File: src/rtl/cgol_frame_scheduler.sv
`timescale 1ns/1ps
// Game of Life display sequencer: seeds buffer 0, streams every frame pixel to the
// WS2812B serializer, holds the latch gap and generation period, then swaps buffers.
module cgol_frame_scheduler #(
  parameter int NUM_PIXELS   = 64,
  parameter int LATCH_CYCLES = 4000,
  parameter int GEN_PERIOD   = 6000000,
  parameter int AW           = $clog2(NUM_PIXELS)
) (
  input  logic          clk,
  input  logic          rst_n,
  input  logic          run,
  output logic          seed_start,
  input  logic          seed_done,
  output logic          gen_start,
  input  logic          gen_done,
  output logic          buf_sel,
  output logic [AW-1:0] pixel_addr,
  output logic          tx_valid,
  input  logic          tx_ready,
  output logic [15:0]   frame_count,
  output logic          busy
);
  localparam int PW = $clog2(GEN_PERIOD + 1);
  localparam int LW = $clog2(LATCH_CYCLES + 1);
  localparam logic [AW-1:0] LAST_PIX   = AW'(NUM_PIXELS - 1);
  localparam logic [PW-1:0] PERIOD_END = PW'(GEN_PERIOD - 1);
  localparam logic [LW-1:0] LATCH_LOAD = LW'(LATCH_CYCLES - 1);

  typedef enum logic [3:0] {
    SEED_REQ, SEED_WAIT, ADDR, OFFER, DRAIN, LATCH, PERIOD, GEN, SWAP
  } state_t;

  state_t        state;
  logic [1:0]    run_sync;
  logic [PW-1:0] period_cnt;
  logic [LW-1:0] latch_cnt;

  always_ff @(posedge clk or negedge rst_n) begin
    if (!rst_n) begin
      state       <= SEED_REQ;
      run_sync    <= '0;
      period_cnt  <= '0;
      latch_cnt   <= '0;
      seed_start  <= 1'b0;
      gen_start   <= 1'b0;
      buf_sel     <= 1'b0;
      pixel_addr  <= '0;
      tx_valid    <= 1'b0;
      frame_count <= '0;
      busy        <= 1'b0;
    end else begin
      run_sync   <= {run_sync[0], run};
      seed_start <= 1'b0;
      gen_start  <= 1'b0;
      busy       <= 1'b1;
      // Free-running since the last frame start; saturates at the period end.
      if (period_cnt < PERIOD_END) period_cnt <= period_cnt + PW'(1);
      case (state)
        SEED_REQ: begin
          seed_start <= 1'b1;
          state      <= SEED_WAIT;
        end
        SEED_WAIT: if (seed_done && !seed_start) begin
          period_cnt <= '0;
          pixel_addr <= '0;
          state      <= ADDR;
        end
        ADDR: begin
          tx_valid <= 1'b1;
          state    <= OFFER;
        end
        OFFER: if (tx_valid && tx_ready) begin
          tx_valid <= 1'b0;
          if (pixel_addr < LAST_PIX) begin
            pixel_addr <= pixel_addr + AW'(1);
            state      <= ADDR;
          end else begin
            state <= DRAIN;
          end
        end
        // tx_ready returning high means the final pixel has left the shifter.
        DRAIN: if (tx_ready) begin
          latch_cnt <= LATCH_LOAD;
          state     <= LATCH;
        end
        LATCH: begin
          if (latch_cnt == '0) begin
            busy  <= 1'b0;
            state <= PERIOD;
          end else begin
            latch_cnt <= latch_cnt - LW'(1);
          end
        end
        PERIOD: begin
          busy <= 1'b0;
          if (period_cnt >= PERIOD_END) begin
            busy <= 1'b1;
            if (run_sync[1]) begin
              gen_start <= 1'b1;
              state     <= GEN;
            end else begin
              period_cnt <= '0;
              pixel_addr <= '0;
              state      <= ADDR;
            end
          end
        end
        // A gen_done coincident with our own gen_start belongs to nothing we issued.
        GEN: if (gen_done && !gen_start) state <= SWAP;
        SWAP: begin
          buf_sel     <= ~buf_sel;
          frame_count <= frame_count + 16'd1;
          period_cnt  <= '0;
          pixel_addr  <= '0;
          state       <= ADDR;
        end
        default: state <= SEED_REQ;
      endcase
    end
  end
endmodule

File: config.mk
export PLATFORM = sky130hd
export DESIGN_NAME = cgol_frame_scheduler
export DESIGN_NICKNAME = d
export VERILOG_FILES = /design/src/rtl/cgol_frame_scheduler.sv
export SDC_FILE = /design/constraint.sdc
export NUM_CORES = 1
export LEC_CHECK = 0
export ABC_AREA = 1
export BUFFER_PORTS_ARGS = -buffer_cell sky130_fd_sc_hd__clkbuf_2
export CAP_MARGIN = 20
export CORE_AREA = 10 10 143 112
export CTS_BUF_LIST = sky130_fd_sc_hd__clkbuf_16
export CTS_CLUSTER_SIZE = 30
export DETAILED_ROUTE_END_ITERATION = 8
export DIE_AREA = 0 0 153 122
export GPL_TIMING_DRIVEN = 0
export MAX_ROUTING_LAYER = met4
export PLACE_DENSITY = 0.42
export SYNTH_ARGS = -nofsm -noshare
export SYNTH_HDL_FRONTEND = slang
export SYNTH_SLANG_ARGS = --single-unit
File: constraint.sdc
create_clock -name clk -period 2.2 [get_ports clk]
set_input_delay 0.66 -clock clk [delete_from_list [all_inputs] [get_ports clk]]
set_output_delay 0.66 -clock clk [all_outputs]
set_load 0.005 [all_outputs]
==> results.md <==
* Status: completed
* Non-Filler Instances at approximately 710
* Vias at ~3,100
* Reg2reg end: period_cnt[19]$_DFF_PN0_
* Synth Instances at just under 500
* TNS Setup at 0 ns
* Worst EP required at between 2 and 2.5 ns
* CTS tree: built
* Initial Util at around 28%
* Ys async rst share at 100%
* Total power at between 4 and 5 mW
* CP Launch Point: period_cnt[13]$_DFF_PN0_
* R2r startpoint: period_cnt[13]$_DFF_PN0_
* Lkg Pwr at 2.21 nW
* Number of global-route vias before repair at about 2,900
* Synthesis Warnings at 0
* Final Max Tran Viols at 0
* Final setup margin at ~0.23 ns
* Core Area at between 0.01 and 0.015 mm^2
* Post-Syn Area at about 0.0038 mm^2
* Die height at approximately 120 um
* Clk root buf: clkbuf_16
* Post-synthesis mux area share at 0.297%
* Most frequent cells in the layout: nand2_1 (111), nor2_1 (78), dfrtp_1 (68)
* Final worst path period share at between 80% and 90%
* Rows at 37
* Final setup skew at between 0.008 and 0.009 ns
* Number of flops mapped to enable cells by yosys at 0
* I/O Buffers at 32
* Worst Path Max Fanout at 10
* RSZ-0062 raised after global routing: false
* Via density at between 4 and 5
* Clock sink count at 68
* Die area at between 0.015 and 0.02 mm^2
* Synth Area in Simple Gates at 32.2%
* Initial antenna violation count at 0
* Post-CTS Hold Buffers at 0
* Setup-failing EPs final at 0
* Worst Setup End Kind: register
* Fin. Hold Viols at 0
* Yosys cell types at 31
* Mapped Avg Cell Area at around 7.8 um^2
* Iter 0 DRT Violations at ~230
* DRT antenna net count at 0
* Post-CTS setup buffers at 0
* Die W at between 150 and 200 um
* Largest family of logic cells by synthesized area: simple AND/OR/NAND/NOR gates
* Number of synthesized register bits at a little under 70
* FF-to-FF setup slack at between 0.2 and 0.25 ns
* Total number of H-tree levels at 3
* Placed insts at 691
* Max Clock Freq at ~500 MHz
* # fillers at 1,417
* First-pass DRT Iterations at 4
* Worst-Skew Late Latency at roughly 0.33 ns
* Layout area overhead at 18.6%
* Final hold slack at ~0.27 ns
* Routability cong. at between 0.8 and 0.9
* Longest Clk Path Bufs at 2
* Synth Area in Compound Gates at 5.42%
* DRT Wirelength at 9180 um
* Peak supply drop at 0.414 mV
* Crit path to: period_cnt[19]$_DFF_PN0_
* Worst EP arrival at about 2.2 ns
* Cell Area, Placed at 0.00420 mm^2
* Most common cell after layout, fill and taps aside: nand2_1
* Slew margin rel. at a little under three quarters
* # nets final at approximately 540
* # IOs at 33
* DRC at 0
* Synth Area in XOR/XNOR at roughly 8.6%
* Hold Path Class: in -> async
* Global Route Usage Sum at about a tenth
* Pwr dens at 1000 mW/mm^2
* R2R cell count at 11
* First-pass GRT wire length at 15,400 um
* Share of layout cells above drive strength 1 at between 10% and 20%
* Tmin final at a little under 2 ns
* Crit start category: register
* Post-synthesis sequential area ratio at 44.9%
* Maxcap violations at 0
* WL/cell at 13.0 um
* Post-Synth Adder-Cell Area at 1.32%
* Final core utilization at between 30% and 40%
* Clock-pin slew on the worst setup and hold paths at approximately 0.06 ns
* Worst Max-Slew Pin Slew at 0.430 ns
* Inserted Diodes at 0
* Critical path class: reg -> reg
* Mapped Nets at approximately 500
* CTS buffer count at 9
* Cell area after layout at approximately 0.0045 mm^2
* Detailed placement HPWL at between 7000 and 8000 um
* Worst slack at placement at roughly 0.15 ns
* Largest net degree at the start of global routing at 47
* Ys flop type: dfrtp_1
* Total gr overflow at 0
[layer usage]
metal  wire length, um  up-vias  track usage, %
li1                  -     1627               -
met1              5010     1466            14.5
met2              3750       49            14.0
met3               356        6            2.78
met4                66        0            3.21
met5                 0        -               -
[critical path, stage by stage (launching register included)]
cell and delay (ns):
dfrtp_1 0.43, nor2_1 0.19, nand2_1 0.08, nor2_1 0.17, nand2_1 0.08, nand3_1 0.08
nand2_2 0.14, nand3_1 0.21, nand2_2 0.16, inv_2 0.10, buf_6 0.15, nor2_1 0.06
[repair_timing]
action	CTS	global route
endpoints found under the setup margin	0	6
gates resized for setup	0	3
hold endpoints to repair	0	0
[flip-flops by register name (all words and copies together) (netlist names)]
| register | flops |
|---|---|
| frame_count | 16 |
| seed_start | 1 |
| state | 4 |
| gen_start | 1 |
| latch_cnt | 12 |
| period_cnt | 23 |
| tx_valid | 1 |
| run_sync | 2 |
| buf_sel | 1 |
| pixel_addr | 6 |
| busy | 1 |
[synthesized netlist by cell type (3+ instances only)]
cell | number | area [um^2]
xor2_1 | 28 | 245
ha_1 | 4 | 50.1
inv_1 | 57 | 214
nor2_1 | 78 | 293
o21ai_1 | 6 | 30.0
nand2_1 | 112 | 420
nand4_1 | 14 | 87.6
nor2_2 | 4 | 25.0
nand2_2 | 5 | 31.3
nor3_4 | 3 | 48.8
nand3_1 | 30 | 150
nor3_1 | 13 | 65.1
or2_2 | 3 | 18.8
a21oi_1 | 5 | 25.0
xnor2_1 | 9 | 78.8
buf_6 | 4 | 45.0
o21ai_0 | 21 | 105
dfrtp_1 | 68 | 1700
[cells by family (layout without fill, tap and decap cells)]
logic type / Yosys count / count (layout)
simple gates: 270 / 270
flops: 68 / 68
buf+inv: 65 / 114
compound gates: 38 / 38
xor+xnor: 37 / 37
fa+ha+maj: 4 / 4
mux: 1 / 1
[final cells by class]
class / count / area [um^2] / share of cell area, %
Sequential cell: 68 / 1700 / 37.9
Clock inverter: 7 / 67.6 / 1.50
Timing Repair Buffer: 33 / 190 / 4.23
Buffer: 6 / 55.1 / 1.23
Multi-Input combinational cell: 350 / 1810 / 40.4
Tap cell: 175 / 219 / 4.87
Clock buffer: 9 / 225 / 5.01
Inverter: 59 / 221 / 4.93
[worst min-delay path by stage]
stage,startpoint,endpoint,slack (ns),cells past startpoint
4_1_cts,rst_n,tx_valid$_DFFE_PN0P_,0.27,1
2_1_floorplan,run_sync[0]$_DFF_PN0_,run_sync[1]$_DFF_PN0_,0.33,0
3_3_place_gp,run_sync[0]$_DFF_PN0_,run_sync[1]$_DFF_PN0_,0.34,0
6_report,rst_n,tx_valid$_DFFE_PN0P_,0.27,1
3_5_place_dp,run_sync[0]$_DFF_PN0_,run_sync[1]$_DFF_PN0_,0.34,0
5_1_grt,rst_n,tx_valid$_DFFE_PN0P_,0.28,1
[power by group]
group	total [mW]	switching (mW)	internal, mW
Clock	1.43	0.562	0.871
Combinational	1.38	0.878	0.501
Sequential	1.70	0.223	1.48
Total	4.52	1.66	2.85
Note: power is estimated with default switching activity, not from simulation.
